$ cat src/rtl/main_control.sv
// Multicycle RISC-V control FSM. Per-state strobes are precomputed from the
// next state and registered, so they change only on the clock edge.
module main_control (
  input  logic       iClk,
  input  logic       iRst_n,
  input  logic [6:0] iOpcode,
  input  logic [2:0] iFunct3,
  input  logic       iZero,
  output logic [1:0] oALUOp,
  output logic [1:0] oALUSrcA,
  output logic [1:0] oALUSrcB,
  output logic [1:0] oResultSrc,
  output logic       oAdrSrc,
  output logic       oIRWrite,
  output logic       oPCWrite,
  output logic       oRegWrite,
  output logic       oMemWrite,
  output logic [3:0] oState,
  output logic       oIllegal
);

  typedef enum logic [3:0] {
    S_FETCH    = 4'd0,
    S_DECODE   = 4'd1,
    S_MEMADR   = 4'd2,
    S_MEMREAD  = 4'd3,
    S_MEMWB    = 4'd4,
    S_MEMWRITE = 4'd5,
    S_EXECR    = 4'd6,
    S_ALUWB    = 4'd7,
    S_EXECI    = 4'd8,
    S_JAL      = 4'd9,
    S_BRANCH   = 4'd10
  } state_e;

  typedef struct packed {
    logic [1:0] alu_op;
    logic [1:0] src_a;
    logic [1:0] src_b;
    logic [1:0] res_src;
    logic       adr_src;
    logic       ir_wr;
    logic       pc_wr;
    logic       reg_wr;
    logic       mem_wr;
  } ctrl_t;

  localparam logic [6:0] OP_LW  = 7'b0000011;
  localparam logic [6:0] OP_SW  = 7'b0100011;
  localparam logic [6:0] OP_R   = 7'b0110011;
  localparam logic [6:0] OP_I   = 7'b0010011;
  localparam logic [6:0] OP_B   = 7'b1100011;
  localparam logic [6:0] OP_JAL = 7'b1101111;

  function automatic ctrl_t ctrl_of(input state_e s);
    ctrl_t c;
    c = '0;
    case (s)
      S_FETCH:    begin c.ir_wr = 1'b1; c.pc_wr = 1'b1; c.src_b = 2'b10; c.res_src = 2'b10; end
      S_DECODE:   begin c.src_a = 2'b01; c.src_b = 2'b01; end
      S_MEMADR:   begin c.src_a = 2'b10; c.src_b = 2'b01; end
      S_MEMREAD:  c.adr_src = 1'b1;
      S_MEMWB:    begin c.res_src = 2'b01; c.reg_wr = 1'b1; end
      S_MEMWRITE: begin c.adr_src = 1'b1; c.mem_wr = 1'b1; end
      S_EXECR:    begin c.src_a = 2'b10; c.alu_op = 2'b10; end
      S_EXECI:    begin c.src_a = 2'b10; c.src_b = 2'b01; c.alu_op = 2'b11; end
      S_ALUWB:    c.reg_wr = 1'b1;
      S_JAL:      begin c.src_a = 2'b01; c.src_b = 2'b10; c.pc_wr = 1'b1; end
      // BRANCH pc_wr is resolved combinationally from the zero flag below
      S_BRANCH:   begin c.src_a = 2'b10; c.alu_op = 2'b01; end
      default:    c = '0;
    endcase
    return c;
  endfunction

  state_e state_q, state_d;
  ctrl_t  ctrl_q;
  logic   op_bad, br_bad, br_take;

  assign op_bad = !(iOpcode inside {OP_LW, OP_SW, OP_R, OP_I, OP_B, OP_JAL});
  assign br_bad = (iFunct3[2:1] != 2'b00);
  assign br_take = (iFunct3 == 3'b000) ? iZero :
                   (iFunct3 == 3'b001) ? ~iZero : 1'b0;

  always_comb begin
    state_d = S_FETCH;
    case (state_q)
      S_FETCH:  state_d = S_DECODE;
      S_DECODE: begin
        case (iOpcode)
          OP_LW, OP_SW: state_d = S_MEMADR;
          OP_R:         state_d = S_EXECR;
          OP_I:         state_d = S_EXECI;
          OP_B:         state_d = S_BRANCH;
          OP_JAL:       state_d = S_JAL;
          default:      state_d = S_FETCH;
        endcase
      end
      S_MEMADR:  state_d = (iOpcode == OP_LW) ? S_MEMREAD : S_MEMWRITE;
      S_MEMREAD: state_d = S_MEMWB;
      S_EXECR, S_EXECI, S_JAL: state_d = S_ALUWB;
      default:   state_d = S_FETCH;
    endcase
  end

  always_ff @(posedge iClk or negedge iRst_n) begin
    if (!iRst_n) begin
      state_q <= S_FETCH;
      ctrl_q  <= ctrl_of(S_FETCH);
    end else begin
      state_q <= state_d;
      ctrl_q  <= ctrl_of(state_d);
    end
  end

  assign oALUOp     = ctrl_q.alu_op;
  assign oALUSrcA   = ctrl_q.src_a;
  assign oALUSrcB   = ctrl_q.src_b;
  assign oResultSrc = ctrl_q.res_src;
  assign oAdrSrc    = ctrl_q.adr_src;
  assign oIRWrite   = ctrl_q.ir_wr;
  assign oRegWrite  = ctrl_q.reg_wr;
  assign oMemWrite  = ctrl_q.mem_wr;
  assign oPCWrite   = (state_q == S_BRANCH) ? br_take : ctrl_q.pc_wr;
  assign oState     = state_q;
  assign oIllegal   = ((state_q == S_DECODE) && op_bad) ||
                      ((state_q == S_BRANCH) && br_bad);

endmodule

$ cat config.mk
export PLATFORM = sky130hd
export DESIGN_NAME = main_control
export DESIGN_NICKNAME = d
export VERILOG_FILES = /design/src/rtl/main_control.sv
export SDC_FILE = /design/constraint.sdc
export NUM_CORES = 1
export LEC_CHECK = 0
export CORE_AREA = 5 5 46 56
export CTS_BUF_LIST = sky130_fd_sc_hd__clkbuf_4 sky130_fd_sc_hd__clkbuf_8 sky130_fd_sc_hd__clkbuf_16
export DETAILED_ROUTE_END_ITERATION = 10
export DIE_AREA = 0 0 51 61
export PLACE_DENSITY = 0.75
export SYNTH_ARGS = -nofsm -noshare
export SYNTH_HDL_FRONTEND = slang
export SYNTH_SLANG_ARGS = --single-unit
$ cat constraint.sdc
create_clock -name iClk -period 2.3 [get_ports iClk]
set_input_delay 0.23 -clock iClk [delete_from_list [all_inputs] [get_ports iClk]]
set_output_delay 0.23 -clock iClk [all_outputs]
set_load 0.01 [all_outputs]
Yosys cells after proc, flatten, opt, wreduce, memory -nomap -nowiden
Index checks and enable logic that the tools add are counted.
W data, S select, Z words.
{"block": "totals", "memories": 0, "wordCells": 67, "latch_bits": 0, "romBits": 0, "ramBits": 0, "output_inout_bits": 18, "inputBits": 13, "ff_bits": 17}
{"block": "op_classes", "n_eq_ne": 24, "n_bitwise": 1, "magnitude_cmp": 0, "reduce_logical": 17, "shifts": 0, "n_addsub": 0, "div": 0, "multipliers": 0, "muxes": 15}
{"cell": "$pmux W4 S5", "count": 2}
{"cell": "$eq A4 B4 Y1 const B", "count": 6}
{"cell": "$eq A4 B3 Y1 const B", "count": 5}
{"cell": "$eq A4 B2 Y1 const B", "count": 4}
{"cell": "$eq A7 B6 Y1 const B", "count": 2}
{"cell": "$eq A7 B7 Y1 const B", "count": 2}
{"cell": "$pmux W2 S2", "count": 3}
{"cell": "$reduce_or A2 Y1", "count": 5}
{"cell": "$eq A4 B1 Y1 const B", "count": 2}
{"cell": "$logic_not A4 Y1", "count": 2}
{"cell": "$mux W1", "count": 8}
{"cell": "$eq A7 B2 Y1 const B", "count": 1}
{"cell": "$eq A7 B5 Y1 const B", "count": 1}
{"cell": "$pmux W2 S3", "count": 1}
{"cell": "$reduce_bool A6 Y1", "count": 1}
{"cell": "$reduce_or A3 Y1", "count": 2}
{"cell": "$reduce_or A4 Y1", "count": 1}
{"cell": "$eq A3 B1 Y1 const B", "count": 1}
{"cell": "$logic_not A3 Y1", "count": 1}
{"cell": "$mux W3", "count": 1}
{"cell": "$logic_and A1 B1 Y1", "count": 2}
{"cell": "$reduce_bool A2 Y1", "count": 1}
{"cell": "$logic_not A1 Y1", "count": 1}
{"cell": "$logic_or A1 B1 Y1", "count": 1}
{"cell": "$not A1 Y1", "count": 1}

Longest topological paths before layout
Gate-level depths: netlist of the first run.
{"block": "depth", "word_depth": 7, "ltp_mapped": 6}

Least setup slack after synthesis of the first run
OpenSTA, ideal clock, no wires.
{"block": "synth_timing", "path_kind": "reg2reg", "startpoint": "reg state_q[2], in the netlist oState[2]", "endpoint": "reg ctrl_q[2] in the netlist's numbering", "arrival_ps": 1822, "path_stages_with_launch": 7, "path_slack_ps": 392, "setup_ps": 86, "required_ps": 2214, "path_cell_list": "dfrtp_1 -> buf_6 -> or4_1 -> o21a_1 -> a311oi_4 -> nand2_2 -> o31ai_2"}
{"block": "synth_between", "elab_chain_len": 6}
{"item": "start: declaration", "line": "76", "source": "state_e state_q, state_d;"}
{"item": "start signal: assignment", "line": "111", "source": "state_q <= state_d;"}
{"item": "$eq A4 B3 Y1 / $eq A4 B4 Y1 (equally long branches)", "line": "87", "source": "case (state_q)"}
{"item": "$reduce_or A3 Y1", "line": "87"}
{"item": "$pmux W4 S5 *", "line": "87"}
{"item": "$eq A4 B4 Y1 / $logic_not A4 Y1 (equally long branches)", "line": "58", "source": "case (s)"}
{"item": "$reduce_or A2 Y1 (no line) *"}
{"item": "$mux W1 *", "line": "58"}
{"item": "end signal: assignment", "line": "109", "source": "ctrl_q <= ctrl_of(S_FETCH);"}
{"item": "end signal: assignment", "line": "112", "source": "ctrl_q <= ctrl_of(state_d);"}
{"item": "end: declaration", "line": "77", "source": "ctrl_t ctrl_q;"}
Mark *: on every way between the ends. The rest lies on a longest branch, timed or not.

Final worst setup path of the first run
{"block": "layout_timing", "startpoint": "reg state_q[1], in the netlist oState[1]", "endpoint": "out oIllegal"}
{"block": "layout_between", "elab_chain_len": 3}
{"item": "$eq A4 B1 Y1 / $eq A4 B4 Y1 (equally long branches)", "line": "126, 127"}
{"item": "$logic_and A1 B1 Y1, on equally long branches", "line": "126, 127"}
{"item": "$logic_or A1 B1 Y1 *", "line": "126", "source": "assign oIllegal = ((state_q == S_DECODE) && op_bad) ||"}
{"item": "end: declaration", "line": "19", "source": "output logic oIllegal"}
Marked as above.

==> flow_metrics.tcl, run 1 <==
set metrics [dict create \
    synth_fp_nets 92 \
    place_hpwl_um 1350 \
    hold_class "input port to asynchronous set/reset pin" \
    ys_warn_count 0 \
    ys_types 34 \
    cp_common_cell "o21ai_0" \
    htreeDepth 1 \
    fin_crit_sh_pct 91.6 \
    pin_count 31 \
    power_leakage_nw 0.498 \
    rows 18 \
    cts_setup_buffers 0 \
    finalSetupTns_ns 0 \
    crit_family "buffers and inverters" \
    grt_pass1_wl_um 2750 \
    die_w_um 51 \
    grt-ovfl-total 0 \
    grt_max_degree 16 \
    synthCells 79 \
    worstSetupPathType "flip-flop to output pin" \
    clockRootBuffer "clkbuf_4" \
    initial_core_util_pct 39.5 \
    yosysSeqAreaShare_pct 47.8 \
    grt_pass1_vias 639 \
    worst_ep_arrival_time_ns 1.88 \
    synth-main-ff-cell "dfrtp_1" \
    hold_viol 0 \
    avgRoutedWirePerCell_um 12.5 \
    critPathLaunchType "flip-flop" \
    postLayoutCoreUtil_pct 56.9 \
    syn_area_um2 791 \
    postCtsHoldBufs 0 \
    drc 0 \
    cts-buffers-inserted 3 \
    synth-edff-count 0 \
    place.gp.congestion 0.751 \
    ir_worst_vdd_v 0.000368 \
    crit_path_end_kind "output pin" \
    cts_sinks 15 \
    core_area_um2 2000 \
    crit_chain "nor4_2 > o21ai_0 > o21ai_0 > clkdlybuf4s50_1" \
    final_common_cell "clkdlybuf4s50_1" \
    slew_headroom_pct 59.7 \
    antenna_found_initial 0 \
    preCtsSetupSlack_ns 0.0966 \
    final.setup.worst_slack_ns 0.192 \
    power_density_nw_per_um2 793 \
    mostFrequentLayoutCells "30 x clkdlybuf4s50_1, 13 x dfrtp_1, 7 x nand2_1, 7 x nor2_1, 6 x inv_1" \
    clkTransAtPathRegs_ns 0.09 \
    fillers 180 \
    cap_violations 0 \
    drive_above_1_share_pct 11.5 \
    layout_min_cycle_time_ns 2.11 \
    rsz0062_at_grt "false" \
    vias_per_cell 5.27 \
    worstMarginPinSlew_ns 0.603 \
    drv_slew 0 \
    nNetsFinal 127 \
    port_buffers 30 \
    crit_buf_inv 1 \
    die_h_um 61 \
    slowest_delay_ns 0.57 \
    synthArstFlopShare_pct 100 \
    firstDrtPassIters 4 \
    cts_tree "yes" \
    avgSynthCellArea_um2 10.0 \
    clockBufferDepth 2 \
    insertion_delay_ns 0.28 \
    finalClockSkew_ns 0.00694 \
    syn_to_final_growth_pct 44.1 \
    wl_um 1660 \
    detail-route-antenna-nets 0 \
    status "finished, final reports clean" \
    critPathMaxFanout 10 \
    cts_resized 0 \
    setup_viol 0 \
    synth-seq-cells 15 \
    cp.required_ns 2.07 \
    grt_usage_pct 12.0 \
    dieArea_um2 3110 \
    routed-via-count 701 \
    fmax_ghz 0.474 \
    antennaDiodeCount 0 \
    cp_slowest_cell "clkdlybuf4s50_1" \
    drt_iter0_drc 15 \
]
## flip-flops by register name, summed over array words and instances (netlist names)
name and count:
oAdrSrc 1, ctrl_q 1, oMemWrite 1, oIRWrite 1, oRegWrite 1, oALUSrcB 1, oALUSrcA 2, oState 4
oResultSrc 1, oALUOp 2
## where the power goes
part           switching (mW)  internal (mW)
registers              0.0231          0.325
clock network          0.0787         0.0646
logic                   0.173          0.239
total                   0.275          0.629
## final timing paths
| kind | startpoint | endpoint | slack [ns] | depth (start not counted) |
|---|---|---|---|---|
| min in group iClk | oState[0] | oAdrSrc | 0.63 | 2 |
| min reg2reg | oState[0] | oAdrSrc | 0.63 | 2 |
| max reg2reg | oState[2] | ctrl_q[2] | 0.32 | 5 |
| min | iRst_n | oState[2] | 0.32 | 1 |
| max in group asynchronous | iRst_n | oALUSrcA[0] | 1.58 | 1 |
| max | oState[1] | oIllegal | 0.19 | 4 |
## cells by family after synthesis
family                     count (synthesis)  share of synthesized area (%)
adders and majority gates                  1                           1.27
DFF                                       15                           47.8
AOI/OAI and AO/OA                         16                           16.1
buffers and inverters                      8                           5.22
and+or+nand+nor                           36                           26.3
xor gates and xnor gates                   3                           3.32
## per-stage QoR
step | cell area [µm²] | hold WS [ns] | power (mW) | std cells
after CTS | 1140 | 0.338 | 0.919 | 133
after global routing | 1140 | 0.376 | 0.958 | 133
final | 1140 | 0.322 | 0.903 | 133
after floorplan | 791 | -0.0656 | 0.549 | 79
after global placement | 1110 | 0.616 | 0.767 | 129
after detailed placement | 1110 | 0.618 | 0.771 | 129
## synth_stat cells, drive strengths merged (3+ instances only)
library cell,count,area share (%)
nand2,8,4.1
dfrtp,13,41
and3,3,2.4
inv,6,2.8
o21ai,5,3.2
nor3b,3,2.8
nor2,7,3.3
nand2b,3,2.4
nor3,3,1.9
## cell type report
type                    count  area [µm²]  share of cell area, %
flip-flops and latches     15         378                   33.2
multi-input cells          56         372                   32.6
repair buffers             32         315                   27.7
well taps                  20        25.0                   2.20
clock buffers               3        22.5                   1.98
inverters                   6        22.5                   1.98
clock inverters             1        5.00                  0.439
## layer usage
layer | wire (µm) | global-route usage [%]
met5 | 0 | 0
met4 | 29 | 9.23
met3 | 108 | 0.983
met2 | 864 | 21.2
met1 | 658 | 13.3
(Power assumes the default switching activity.)
==> run 2, diff against run 1 <==
--- a/config.mk
+++ b/config.mk
@@ -9,6 +9,7 @@
 export CTS_BUF_LIST = sky130_fd_sc_hd__clkbuf_4 sky130_fd_sc_hd__clkbuf_8 sky130_fd_sc_hd__clkbuf_16
 export DETAILED_ROUTE_END_ITERATION = 10
 export DIE_AREA = 0 0 51 61
+export HOLD_SLACK_MARGIN = 0.12
 export PLACE_DENSITY = 0.75
 export SYNTH_ARGS = -nofsm -noshare
 export SYNTH_HDL_FRONTEND = slang
==> results of run 2 <==
The final DEF is identical to that of run 1; final timing and power are the same.
==> run 3, diff against run 2 <==
==> constraint.sdc (replaced) <==
create_clock -name iClk -period 2.3 [get_ports iClk]
set_input_delay 0.23 -clock iClk [delete_from_list [all_inputs] [get_ports iClk]]
set_output_delay 0.23 -clock iClk [all_outputs]
set_load 0.1 [all_outputs]
==> flow_metrics.tcl, run 3 (synthesis results as in run 1) <==
set metrics [dict create \
    status "finished, final reports clean" \
    htreeDepth 1 \
    setup_viol 0 \
    cts-buffers-inserted 3 \
    fmax_ghz 0.510 \
    grt_usage_pct 11.8 \
    insertion_delay_ns 0.27 \
    grt-ovfl-total 0 \
    ir_worst_vdd_v 0.000737 \
    die_w_um 51 \
    final_common_cell "buf_4" \
    crit_chain "inv_1 > nor4_2 > o21ai_0 > o21ai_4 > buf_12" \
    crit_start "oState[0]" \
    antennaDiodeCount 0 \
    syn_to_final_growth_pct 44.3 \
    cts_resized 0 \
    initial_core_util_pct 39.5 \
    place_hpwl_um 1370 \
    cp_slowest_cell "dfrtp_2" \
    power_density_nw_per_um2 1290 \
    cts_sinks 15 \
    port_buffers 30 \
    fin_crit_sh_pct 85.3 \
    fillers 186 \
    clockBufferDepth 2 \
    ff_latch_area_um2 382 \
    firstDrtPassIters 4 \
    layout_min_cycle_time_ns 1.96 \
    grt_max_degree 16 \
    critPathMaxFanout 6 \
    cp-endpoint "oIllegal" \
    postCtsHoldBufs 0 \
    antenna_found_initial 0 \
    pin_count 31 \
    cap_violations 0 \
    rr_startpoint "oState[2]" \
    drt_iter0_drc 7 \
    place.gp.congestion 0.750 \
    multi_input_area_um2 394 \
    grt_pass1_wl_um 2750 \
    cp.required_ns 2.07 \
    place_area_um2 1110 \
    slowest_delay_ns 0.44 \
    drive_above_1_share_pct 31.3 \
    worstMarginPinSlew_ns 0.616 \
    drv_slew 0 \
    core_area_um2 2000 \
    hold_class "input port to asynchronous set/reset pin" \
    critPathLaunchType "flip-flop" \
    grt_pass1_vias 629 \
    whs_ns 0.338 \
    finalClockSkew_ns 0.00353 \
    clkTransAtPathRegs_ns 0.08 \
    detail-route-antenna-nets 0 \
    clockRootBuffer "clkbuf_4" \
    cts_setup_buffers 0 \
    cts_tree "yes" \
    hold_viol 0 \
    routed-via-count 709 \
    rsz0062_at_grt "false" \
    largest_reg_flops 4 \
    die_h_um 61 \
    drc 0 \
    vias_per_cell 5.37 \
    r2r_setup_slack_ns 0.37 \
    worstSetupPathType "flip-flop to output pin" \
    rows 18 \
    r2r_end "ctrl_q[2]" \
    fin_area_um2 1140 \
    crit_path_end_kind "output pin" \
    wl_um 1650 \
    power_leakage_nw 0.530 \
    ff2ff_path_depth 5 \
    dieArea_um2 3110 \
    mostFrequentLayoutCells "17 x buf_4, 12 x clkdlybuf4s50_1, 10 x dfrtp_1" \
    slew_headroom_pct 58.9 \
    finalSetupTns_ns 0 \
    nNetsFinal 126 \
    worst_ep_arrival_time_ns 1.73 \
    avgRoutedWirePerCell_um 12.5 \
]
[run 3: stage by stage]
step           cells  utilization, %  total power [mW]  worst slack [ns]
2_1_floorplan     79               -              1.11            0.0163
3_3_place_gp     128            55.4              1.33             0.164
3_5_place_dp     128            55.4              1.34             0.129
4_1_cts          132            56.9              1.49             0.301
5_1_grt          132            56.9              1.54             0.214
6_report         132            56.9              1.48             0.339
[run 3: final cells by class]
cell class                 count  share of cell area [%]
multi-input combinational     56                    34.5
sequential                    15                    33.4
timing repair buffer          31                    25.2
clock buffer                   4                    2.63
tap                           20                    2.19
inverter                       6                    1.97
[run 3: worst max-delay path, delay by kind of cell (launching register included)]
family	cells	cell delay, ns
buffers and inverters	2	0.31
DFF	1	0.44
AOI/OAI and AO/OA	2	0.34
and+or+nand+nor	1	0.37
[run 3: worst min path at each step]
| stage | cells after the start | end | slack, ns | startpoint |
|---|---|---|---|---|
| after floorplan | 0 | oALUOp[0] | -0.07 | iRst_n |
| after global placement | 1 | oResultSrc[0] | 0.62 | oState[0] |
| after detailed placement | 1 | oResultSrc[0] | 0.62 | oState[0] |
| after CTS | 1 | oRegWrite | 0.36 | iRst_n |
| after global routing | 1 | oState[3] | 0.39 | iRst_n |
| final | 1 | oRegWrite | 0.34 | iRst_n |
[run 3: report_power, final]
group	switching, mW	internal, mW
logic	0.711	0.248
clock network	0.0705	0.0788
registers	0.0399	0.327
[run 3: per-layer routing]
metal,GRT usage [%],vias to the layer above,share of wire [%]
li1,-,349,-
met1,14.6,333,40
met2,20.4,25,51
met3,1.23,2,7.0
met4,5.77,0,1.3
met5,0,-,0
